### src/rtl/lkp_req_arb_if.sv
// Signal bundle between the lookup requesters, lkp_req_arb and the A lookup engine.
// The slave modport is the arbiter's view; the master modport is the surrounding logic's view.
interface lkp_req_arb_if #(
    parameter int unsigned NUM_REQ = 4,
    parameter int unsigned INFO_W  = 32,
    parameter int unsigned RSLT_W  = 16,
    parameter int unsigned ID_W    = 4
);
    logic [NUM_REQ-1:0]        req_vld;
    logic [NUM_REQ*INFO_W-1:0] req_info;
    logic [NUM_REQ-1:0]        req_rdy;
    logic                      c2a_lkp_vld;
    logic [INFO_W-1:0]         c2a_lkp_info;
    logic [ID_W-1:0]           c2a_lkp_req_id;
    logic                      a2c_lkp_rdy;
    logic                      a2c_lkp_rsp_vld;
    logic [ID_W-1:0]           a2c_lkp_rsp_id;
    logic [RSLT_W-1:0]         a2c_lkp_rslt;
    logic [NUM_REQ-1:0]        rsp_vld;
    logic [RSLT_W-1:0]         rsp_rslt;
    logic [ID_W:0]             outstanding;
    logic                      err_spurious;

    modport slave (
        input  req_vld, req_info, a2c_lkp_rdy, a2c_lkp_rsp_vld, a2c_lkp_rsp_id, a2c_lkp_rslt,
        output req_rdy, c2a_lkp_vld, c2a_lkp_info, c2a_lkp_req_id, rsp_vld, rsp_rslt,
               outstanding, err_spurious
    );

    modport master (
        output req_vld, req_info, a2c_lkp_rdy, a2c_lkp_rsp_vld, a2c_lkp_rsp_id, a2c_lkp_rslt,
        input  req_rdy, c2a_lkp_vld, c2a_lkp_info, c2a_lkp_req_id, rsp_vld, rsp_rslt,
               outstanding, err_spurious
    );
endinterface

### src/rtl/lkp_req_arb.sv
// Round-robin arbiter sharing the A lookup port among NUM_REQ requesters, with a tag pool
// that routes out-of-order responses back to the requester that issued each lookup.
module lkp_req_arb #(
    parameter int unsigned NUM_REQ = 4,
    parameter int unsigned INFO_W  = 32,
    parameter int unsigned RSLT_W  = 16,
    parameter int unsigned ID_W    = 4
) (
    input logic          clk,
    input logic          rst_n,
    lkp_req_arb_if.slave bus
);
    localparam int unsigned NUM_TAG = 1 << ID_W;
    localparam int unsigned PTR_W   = (NUM_REQ > 1) ? $clog2(NUM_REQ) : 1;
    localparam int unsigned CNT_W   = ID_W + 1;

    logic [PTR_W-1:0]   rr_ptr_q;
    logic [NUM_TAG-1:0] free_q;
    logic [PTR_W-1:0]   owner_q [NUM_TAG];
    logic               c2a_vld_q;
    logic [INFO_W-1:0]  c2a_info_q;
    logic [ID_W-1:0]    c2a_id_q;
    logic [NUM_REQ-1:0] rsp_vld_q;
    logic [RSLT_W-1:0]  rsp_rslt_q;
    logic [CNT_W-1:0]   outstanding_q;
    logic               err_q;

    logic               stage_free_c;
    logic               load_c;
    logic               rsp_ok_c;
    logic               gnt_found_c;
    logic [PTR_W-1:0]   gnt_c;
    logic [ID_W-1:0]    alloc_id_c;
    logic [NUM_TAG-1:0] alloc_mask_c;
    logic [NUM_TAG-1:0] rel_mask_c;
    logic [INFO_W-1:0]  info_arr [NUM_REQ];

    function automatic logic [PTR_W-1:0] wrap_idx(input logic [PTR_W-1:0] base,
                                                  input int unsigned off);
        return PTR_W'((32'(base) + off) % NUM_REQ);
    endfunction

    for (genvar g = 0; g < NUM_REQ; g++) begin : g_info
        assign info_arr[g] = bus.req_info[g*INFO_W +: INFO_W];
    end

    // First requesting index at or after rr_ptr, wrapping around
    always_comb begin
        gnt_c       = rr_ptr_q;
        gnt_found_c = 1'b0;
        for (int unsigned i = 0; i < NUM_REQ; i++) begin
            if (!gnt_found_c && bus.req_vld[wrap_idx(rr_ptr_q, i)]) begin
                gnt_c       = wrap_idx(rr_ptr_q, i);
                gnt_found_c = 1'b1;
            end
        end
    end

    // Lowest free tag; uses the registered bitmap so a tag released this cycle is not reused yet
    always_comb begin
        alloc_id_c = '0;
        for (int t = int'(NUM_TAG) - 1; t >= 0; t--) begin
            if (free_q[ID_W'(t)]) alloc_id_c = ID_W'(t);
        end
    end

    assign stage_free_c = !c2a_vld_q || bus.a2c_lkp_rdy;
    assign load_c       = stage_free_c && gnt_found_c && (|free_q);
    assign rsp_ok_c     = bus.a2c_lkp_rsp_vld && !free_q[bus.a2c_lkp_rsp_id];
    assign alloc_mask_c = load_c ? (NUM_TAG'(1) << alloc_id_c) : '0;
    assign rel_mask_c   = rsp_ok_c ? (NUM_TAG'(1) << bus.a2c_lkp_rsp_id) : '0;

    always_ff @(posedge clk or negedge rst_n) begin
        if (!rst_n) begin
            rr_ptr_q      <= '0;
            free_q        <= '1;
            c2a_vld_q     <= 1'b0;
            c2a_info_q    <= '0;
            c2a_id_q      <= '0;
            rsp_vld_q     <= '0;
            rsp_rslt_q    <= '0;
            outstanding_q <= '0;
            err_q         <= 1'b0;
            for (int t = 0; t < int'(NUM_TAG); t++) owner_q[ID_W'(t)] <= '0;
        end else begin
            free_q    <= (free_q & ~alloc_mask_c) | rel_mask_c;
            rsp_vld_q <= rsp_ok_c ? (NUM_REQ'(1) << owner_q[bus.a2c_lkp_rsp_id]) : '0;
            if (rsp_ok_c) rsp_rslt_q <= bus.a2c_lkp_rslt;
            if (bus.a2c_lkp_rsp_vld && !rsp_ok_c) err_q <= 1'b1;

            if (load_c) begin
                rr_ptr_q            <= wrap_idx(gnt_c, 1);
                owner_q[alloc_id_c] <= gnt_c;
                c2a_vld_q           <= 1'b1;
                c2a_info_q          <= info_arr[gnt_c];
                c2a_id_q            <= alloc_id_c;
            end else if (stage_free_c) begin
                c2a_vld_q <= 1'b0;
            end

            case ({load_c, rsp_ok_c})
                2'b10:   outstanding_q <= outstanding_q + CNT_W'(1);
                2'b01:   outstanding_q <= outstanding_q - CNT_W'(1);
                default: outstanding_q <= outstanding_q;
            endcase
        end
    end

    assign bus.req_rdy        = load_c ? (NUM_REQ'(1) << gnt_c) : '0;
    assign bus.c2a_lkp_vld    = c2a_vld_q;
    assign bus.c2a_lkp_info   = c2a_info_q;
    assign bus.c2a_lkp_req_id = c2a_id_q;
    assign bus.rsp_vld        = rsp_vld_q;
    assign bus.rsp_rslt       = rsp_rslt_q;
    assign bus.outstanding    = outstanding_q;
    assign bus.err_spurious   = err_q;
endmodule

### src/flat_wrapper.sv
// flat-port wrapper written by rule: the top's interface ports become plain ports
module lkp_req_arb_flat 
#(
    parameter int unsigned NUM_REQ = 4,
    parameter int unsigned INFO_W  = 32,
    parameter int unsigned RSLT_W  = 16,
    parameter int unsigned ID_W    = 4
)
  (clk, rst_n, bus_req_vld, bus_req_info, bus_a2c_lkp_rdy, bus_a2c_lkp_rsp_vld, bus_a2c_lkp_rsp_id, bus_a2c_lkp_rslt, bus_req_rdy, bus_c2a_lkp_vld, bus_c2a_lkp_info, bus_c2a_lkp_req_id, bus_rsp_vld, bus_rsp_rslt, bus_outstanding, bus_err_spurious);
  lkp_req_arb_if #(.NUM_REQ(NUM_REQ), .INFO_W(INFO_W), .RSLT_W(RSLT_W), .ID_W(ID_W)) bus_i ();
  input logic clk;
  input logic rst_n;
  input wire logic [$bits(bus_i.req_vld)-1:0] bus_req_vld;
  input wire logic [$bits(bus_i.req_info)-1:0] bus_req_info;
  input wire logic [$bits(bus_i.a2c_lkp_rdy)-1:0] bus_a2c_lkp_rdy;
  input wire logic [$bits(bus_i.a2c_lkp_rsp_vld)-1:0] bus_a2c_lkp_rsp_vld;
  input wire logic [$bits(bus_i.a2c_lkp_rsp_id)-1:0] bus_a2c_lkp_rsp_id;
  input wire logic [$bits(bus_i.a2c_lkp_rslt)-1:0] bus_a2c_lkp_rslt;
  output wire logic [$bits(bus_i.req_rdy)-1:0] bus_req_rdy;
  output wire logic [$bits(bus_i.c2a_lkp_vld)-1:0] bus_c2a_lkp_vld;
  output wire logic [$bits(bus_i.c2a_lkp_info)-1:0] bus_c2a_lkp_info;
  output wire logic [$bits(bus_i.c2a_lkp_req_id)-1:0] bus_c2a_lkp_req_id;
  output wire logic [$bits(bus_i.rsp_vld)-1:0] bus_rsp_vld;
  output wire logic [$bits(bus_i.rsp_rslt)-1:0] bus_rsp_rslt;
  output wire logic [$bits(bus_i.outstanding)-1:0] bus_outstanding;
  output wire logic [$bits(bus_i.err_spurious)-1:0] bus_err_spurious;
  assign bus_i.req_vld = bus_req_vld;
  assign bus_i.req_info = bus_req_info;
  assign bus_i.a2c_lkp_rdy = bus_a2c_lkp_rdy;
  assign bus_i.a2c_lkp_rsp_vld = bus_a2c_lkp_rsp_vld;
  assign bus_i.a2c_lkp_rsp_id = bus_a2c_lkp_rsp_id;
  assign bus_i.a2c_lkp_rslt = bus_a2c_lkp_rslt;
  assign bus_req_rdy = bus_i.req_rdy;
  assign bus_c2a_lkp_vld = bus_i.c2a_lkp_vld;
  assign bus_c2a_lkp_info = bus_i.c2a_lkp_info;
  assign bus_c2a_lkp_req_id = bus_i.c2a_lkp_req_id;
  assign bus_rsp_vld = bus_i.rsp_vld;
  assign bus_rsp_rslt = bus_i.rsp_rslt;
  assign bus_outstanding = bus_i.outstanding;
  assign bus_err_spurious = bus_i.err_spurious;
  lkp_req_arb #(.NUM_REQ(NUM_REQ), .INFO_W(INFO_W), .RSLT_W(RSLT_W), .ID_W(ID_W)) u_core (.clk(clk), .rst_n(rst_n), .bus(bus_i));
endmodule
### config.mk
export PLATFORM = sky130hd
export DESIGN_NAME = lkp_req_arb_flat
export DESIGN_NICKNAME = d
export VERILOG_FILES = /design/src/rtl/lkp_req_arb_if.sv /design/src/rtl/lkp_req_arb.sv /design/src/flat_wrapper.sv
export SDC_FILE = /design/constraint.sdc
export NUM_CORES = 1
export LEC_CHECK = 0
export ABC_AREA = 0
export CELL_PAD_IN_SITES_DETAIL_PLACEMENT = 0
export CELL_PAD_IN_SITES_GLOBAL_PLACEMENT = 2
export CORE_AREA = 2 2 151 153
export DETAILED_ROUTE_END_ITERATION = 6
export DIE_AREA = 0 0 153 155
export GPL_ROUTABILITY_DRIVEN = 1
export GPL_TIMING_DRIVEN = 0
export PLACE_DENSITY = 0.89
export SLEW_MARGIN = 15
export SYNTH_ARGS = -nofsm -noshare
export SYNTH_HDL_FRONTEND = slang
export SYNTH_SLANG_ARGS = --single-unit
### constraint.sdc
create_clock -name clk -period 2.98 [get_ports clk]
set_clock_uncertainty 0.2 [all_clocks]
set_input_delay 0.298 -clock clk [delete_from_list [all_inputs] [get_ports clk]]
set_output_delay 0.298 -clock clk [all_outputs]
set_load 0.02 [all_outputs]
# == After elaboration in Yosys (flattened, before gate mapping) ==
# Cells that the tools add are included.
# classes
n_mux,41
eq_ne,2
n_reduce_logical,19
order_cmp,9
shifts,4
bitwise_logic,6
addsub,6
# ops
operator,count
$bmux 32 s2,1
$mux 32,2
$mux 4,10
$bwmux 32,1
$mux 16,2
$shl 1x4->16 const A,2
$and 16x16->16,1
$not 16->16,1
$or 16x16->16,1
$reduce_or 16->1,1
$lt 2x3->1 const B,4
$mux 2,6
$mux 1,11
$ge 5x5->1 const B,2
$not 4->5,2
$pmux 5 s2,1
$bmux 1 s2,4
$bmux 2 s4,1
$demux 2 s4,1
$logic_and 1x1->1,8
$shl 1x2->4 const A,2
$logic_not 1->1,6
$add 5x1->5 const B,1
$lt 4x5->1 const B,1
12 further kinds,15
# totals
inputBits,156
regBits,113
output_inout_bits,67
wordCells,112

# == Logic depth before layout (Yosys ltp) ==
# Gate-level depths: netlist of the first run.
# depth
depth_word,18
ltp_mapped,15
depth_no_buf,13

# == Worst setup path after synthesis of the first run ==
# Ideal clock, no wire load.
# synth_timing
kind,reg2reg
startpoint,reg u_core.free_q[3]
endpoint,reg u_core.outstanding_q[4] (netlist: u_core.bus.outstanding[4])
arrival_time_ns,2.914
setup_slack_ns,-0.214
setup_ns,0.079
stages_incl_launch_ff,15
n_path_buf,2
t_required_ns,2.701
period_less_slack_ns,3.194
cell_sequence,dfstp_2 clkbuf_1 mux4_2 mux2i_1 mux2_4 nand2_4 buf_6 inv_1 ha_1 ha_1 nor2b_1 o21ai_0 a21oi_1 nor3_1 xor2_1
# synth_via
elab_chain_cells,6
word_cells_on_any_way,10
classes_between,eq/ne: 2; mux: 3; reduce/logical: 5
# synth_rtl
item,line_no,source
from (decl),lkp_req_arb.sv:18,logic [NUM_TAG-1:0] free_q;
from (signal assigned),lkp_req_arb.sv:86,free_q <= (free_q & ~alloc_mask_c) | rel_mask_c;
$bmux 1 s4 *,lkp_req_arb.sv:69,assign rsp_ok_c = bus.a2c_lkp_rsp_vld && !free_q[bus.a2c_lkp_rsp_id];
$mux 1 (not written as such) *,lkp_req_arb.sv:69,
$logic_not 1->1 *,lkp_req_arb.sv:69,
$logic_and 1x1->1 *,lkp_req_arb.sv:69,
net u_core.rsp_ok_c,lkp_req_arb.sv:30,logic rsp_ok_c;
$eq 2x1->1 or $eq 2x2->1 (tied branches),lkp_req_arb.sv:101,"case ({load_c, rsp_ok_c})"
$pmux 5 s2 or $reduce_bool 2->1 (tied branches),-,
to (signal assigned),lkp_req_arb.sv:102,2'b10: outstanding_q <= outstanding_q + CNT_W'(1);
to (signal assigned),lkp_req_arb.sv:103,2'b01: outstanding_q <= outstanding_q - CNT_W'(1);
to (signal assigned),lkp_req_arb.sv:104,default: outstanding_q <= outstanding_q;
to (decl),lkp_req_arb.sv:25,logic [CNT_W-1:0] outstanding_q;
# The timed path passes the listed nets; every way through them passes the cells marked *. The select of a mux whose other input is x is not followed.
# A chain may end at the register's enable or synchronous reset.

# == Worst setup path after layout of the first run ==
# layout_timing
startpoint,reg u_core.free_q[0]
endpoint,reg u_core.outstanding_q[4] (netlist: u_core.bus.outstanding[4])
# Same word-level chain as after synthesis.

==> results.md, run 1 <==
* Vertical die dimension at 155 um
* Logic pwr share at 50.2%
* Core region area at 0.02223 mm2
* Combined area of all synthesized cells at 0.005201 mm2
* Initial core utilization at 23.40%
* Total vias in the final route at 4451
* Post-route DRC at 0
* Most used flip-flop cell after synthesis: sky130_fd_sc_hd__dfrtp_1
* Most frequent cell after synthesis: sky130_fd_sc_hd__dfrtp_1
* Sequential share of power at 33.4%
* Drt first pass iters at 4
* RePlAce Congestion at 0.7663
* Leading area contributor after synthesis: sky130_fd_sc_hd__dfrtp_1
* Count of inserted antenna diode cells at 0
* Post-route ant nets at 0
* Number of port buffers at 220
* Insertion delay to the later sink of the worst-skew pair at 350 ps
* IO Count at 223
* Vias in the first global route at 4526
* Layout overhead on the synthesized area at 60.28%
* Level count of the clock H-tree at 3
* Filler instances at 2237
* Combined buffer and inverter count along the critical path at 2
* Number of max-slew violations in the final report at 0
* Critical path peak fanout at 6
* Largest buffer count on any clock path at 2
* PwrDens at 796.8 mW/mm2
* CTS root buf: sky130_fd_sc_hd__clkbuf_16
* Finish-stage setup viols at 0
* EDFF count, synth at 0
* Run status: finished, final reports clean
* Die Width at 153 um
* Routed wire length per instance at 17.11 um
* Yosys top cell area share at 38.49%
* Internal power of the cells at 0.004123 W
* Number of maximum-capacitance constraint violations at 0
* Cell mode on critical path: sky130_fd_sc_hd__inv_4
* Net switching power at 0.002519 W
* Number of antenna violations at the first check in global routing at 0
* Part of the total power dissipated in the clock network at 16.4%
* Number of warnings issued by yosys at 0
* Post-synthesis register bit count at 96
* Share of the cycle needed by the critical path after routing at 97.37%
* Fraction of power spent switching nets at 37.92%
* Slowest-stage cell, CP: sky130_fd_sc_hd__mux4_2
* Startpoint-to-endpoint class of the critical path: reg -> reg
* Unrepaired setup endpoints after global routing: yes
* Clock period minus worst slack at 2902 ps
* Worst Path Required at 3050 ps
* Non-filler cells in the finished layout at 985
* Synth async-reset ratio at 100.0%
* Via density per instance at 4.519
* Fraction of final layout cells with drive strength greater than 1 at 19.57%
* Placed Cells incl. Taps at 949
* Crit-path cells: mux4_2 -> mux2i_1 -> mux2_4 -> nand2_8 -> inv_4 -> ha_4 -> inv_4 -> fa_2 -> nor2b_1 -> o21ai_1 -> and3_1 -> nor3_2 -> xor2_1
* Detail Placement HPWL at 12720 um
* Maximum resistive drop on vdd at 0.3078 mV
* CTS tree: built
* Slew at the pin closest to its max-slew limit at 647.6 ps
* Worst relative slew slack at 56.49%
* Mapped Cells at 443
* Number of cell rows at 55
* Arrival time reported for the critical path endpoint at 2970 ps
* Total routing usage reported by global routing at 14.03%
* TritonCTS buffer count at 9
* Sequential element share of the synthesized area at 46.57%
* Initial DRC count at 194
* Crit. End Element: flop
* Kind of cell adding the most delay to the critical path: multiplexers
* Commonest cells in the synthesized netlist: 80 x sky130_fd_sc_hd__dfrtp_1, 68 x sky130_fd_sc_hd__mux2i_1, 58 x sky130_fd_sc_hd__nand2_1, 32 x sky130_fd_sc_hd__o221ai_1
* Final Core Density at 37.51%
* Final hold violations at 0
* Die outline area at 0.02372 mm2
* Average footprint of a synthesized cell at 11.74 um2
* Count of unique library cells instantiated by Yosys at 53
* Sum of routed wire length over all layers at 16860 um
* Post-layout net count at 860
* Launching element type of the critical path: flop
* Overall overflow remaining after global route at 0
* Delay of the slowest cell on the worst path at 500 ps
* Pin count of the biggest net entering global routing at 58
* Min-delay worst type: in -> async
* Wire length of the first global-routing pass at 25700 um
* Reg clk slew, reported paths at 70 ps
* Cell types occupying the most area after synthesis: sky130_fd_sc_hd__dfrtp_1 38%, sky130_fd_sc_hd__mux2i_1 13%, sky130_fd_sc_hd__dfstp_2 8.1%, sky130_fd_sc_hd__o221ai_1 5.4%, sky130_fd_sc_hd__mux2_4 4.6%
* Net count after synthesis at 608
* Achievable clock frequency at 0.3446 GHz
* # clock sinks at 96
* Static Leak at 3.622 nW
registers in the layout, summed over array words and instances, names as in the netlist:
signal                     flops
u_core.rr_ptr_q                2
u_core.free_q                 16
u_core.bus.rsp_vld             4
u_core.bus.c2a_lkp_info       32
u_core.bus.rsp_rslt           16
u_core.owner_q                16
u_core.bus.c2a_lkp_req_id      3
u_core.bus.c2a_lkp_vld         1
u_core.bus.outstanding         5
u_core.bus.err_spurious        1
cell families (layout without fill, tap and decap cells):
family,count (synthesis),count (layout),share of synthesized area (%)
AO/OA/AOI/OAI,80,80,11.93
XOR/XNOR,4,4,0.6737
adder cells (fa/ha/maj),9,9,2.309
buffers and inverters,41,298,4.330
flip-flops,96,96,46.57
multiplexers,103,103,23.69
other,1,1,0.07210
AND/OR/NAND/NOR,109,109,10.42
stage by stage:
stage                     worst slack [ps]  power, W  area (um2)  hold slack, ps  TNS, ps
after global routing                -102.0  0.007084        8337           248.7   -102.0
after detailed placement             -1046  0.005505        7819           39.45    -5121
final                                78.34  0.006642        8337           213.3        0
after global placement               -2408  0.005465        7790           254.6  -215350
after CTS                            2.696  0.006709        8219           218.0        0
after floorplan                      27.66  0.004050        5231          -197.6        0
cells in the final DEF, fill, tap and decap left out, types with 10 or more instances in the layout:
cell type | netlist | routed
sky130_fd_sc_hd__dfstp_2 | 16 | 16
sky130_fd_sc_hd__dfrtp_1 | 80 | 79
sky130_fd_sc_hd__buf_2 | 12 | 10
sky130_fd_sc_hd__a21o_1 | 11 | 11
sky130_fd_sc_hd__o221ai_1 | 32 | 32
sky130_fd_sc_hd__o21ai_0 | 15 | 14
sky130_fd_sc_hd__mux2_4 | 16 | 16
sky130_fd_sc_hd__mux2i_1 | 68 | 68
sky130_fd_sc_hd__inv_1 | 13 | 10
sky130_fd_sc_hd__clkdlybuf4s50_1 | 0 | 210
sky130_fd_sc_hd__nand2_1 | 58 | 58
sky130_fd_sc_hd__buf_4 | 3 | 25
sky130_fd_sc_hd__nor2_1 | 13 | 12
path summary, 6_finish.rpt:
path | start | to | slack [ps] | cells after the start
worst max-delay path | u_core.free_q[0] | u_core.bus.outstanding[4] | 80 | 13
worst min-delay path | rst_n | u_core.bus.c2a_lkp_info[24] | 210 | 2
worst max register to register | u_core.free_q[0] | u_core.bus.outstanding[4] | 80 | 13
worst min register to register | u_core.bus.c2a_lkp_req_id[1] | u_core.bus.c2a_lkp_req_id[1] | 270 | 2
max in group asynchronous | rst_n | u_core.free_q[13] | 1680 | 3
min in group clk | u_core.bus.c2a_lkp_req_id[1] | u_core.bus.c2a_lkp_req_id[1] | 270 | 2
layer usage:
metal | wire length (um) | GRT usage, %
met1 | 7286 | 17.73
met2 | 8253 | 23.43
met3 | 1074 | 3.677
met4 | 242 | 4.674
met5 | 0 | 0
timing repair:
action	CTS	global route
buffers inserted	7	16
resized for setup	35	12
hold buffers	1	0
endpoints found under the hold margin	39	0
endpoints found under the setup margin	9	4
pin swaps	7	8
layout make-up:
| class | count | area (um2) | area share (%) |
|---|---|---|---|
| clock inverter | 5 | 33.78 | 0.4052 |
| buffer | 23 | 170.2 | 2.041 |
| clock buffer | 11 | 232.7 | 2.792 |
| timing repair buffer | 245 | 2404 | 28.83 |
| sequential | 96 | 2424 | 29.07 |
| tap | 285 | 356.6 | 4.277 |
| multi-input combinational | 306 | 2659 | 31.89 |
| inverter | 14 | 57.56 | 0.6904 |
power groups by stage:
stage | clock [W] | sequential, W | combinational, W
6_report | 0.00109 | 0.00222 | 0.00333
4_1_cts | 0.00115 | 0.00220 | 0.00336
3_3_place_gp | 0 | 0.00219 | 0.00328
2_1_floorplan | 0 | 0.00255 | 0.00150
3_5_place_dp | 0 | 0.00221 | 0.00330
5_1_grt | 0.00118 | 0.00229 | 0.00362
(Power assumes the default switching activity.)
==> run 2, diff against run 1 <==
- CTS_CLUSTER_SIZE: default -> 30
==> results of run 2 <==
No change in the layout: final DEF, timing and power equal those of run 1.
==> run 3, diff against run 2 <==
- HOLD_SLACK_MARGIN: default -> 0.05
==> results of run 3 <==
No change in the layout: final DEF, timing and power equal those of run 1.
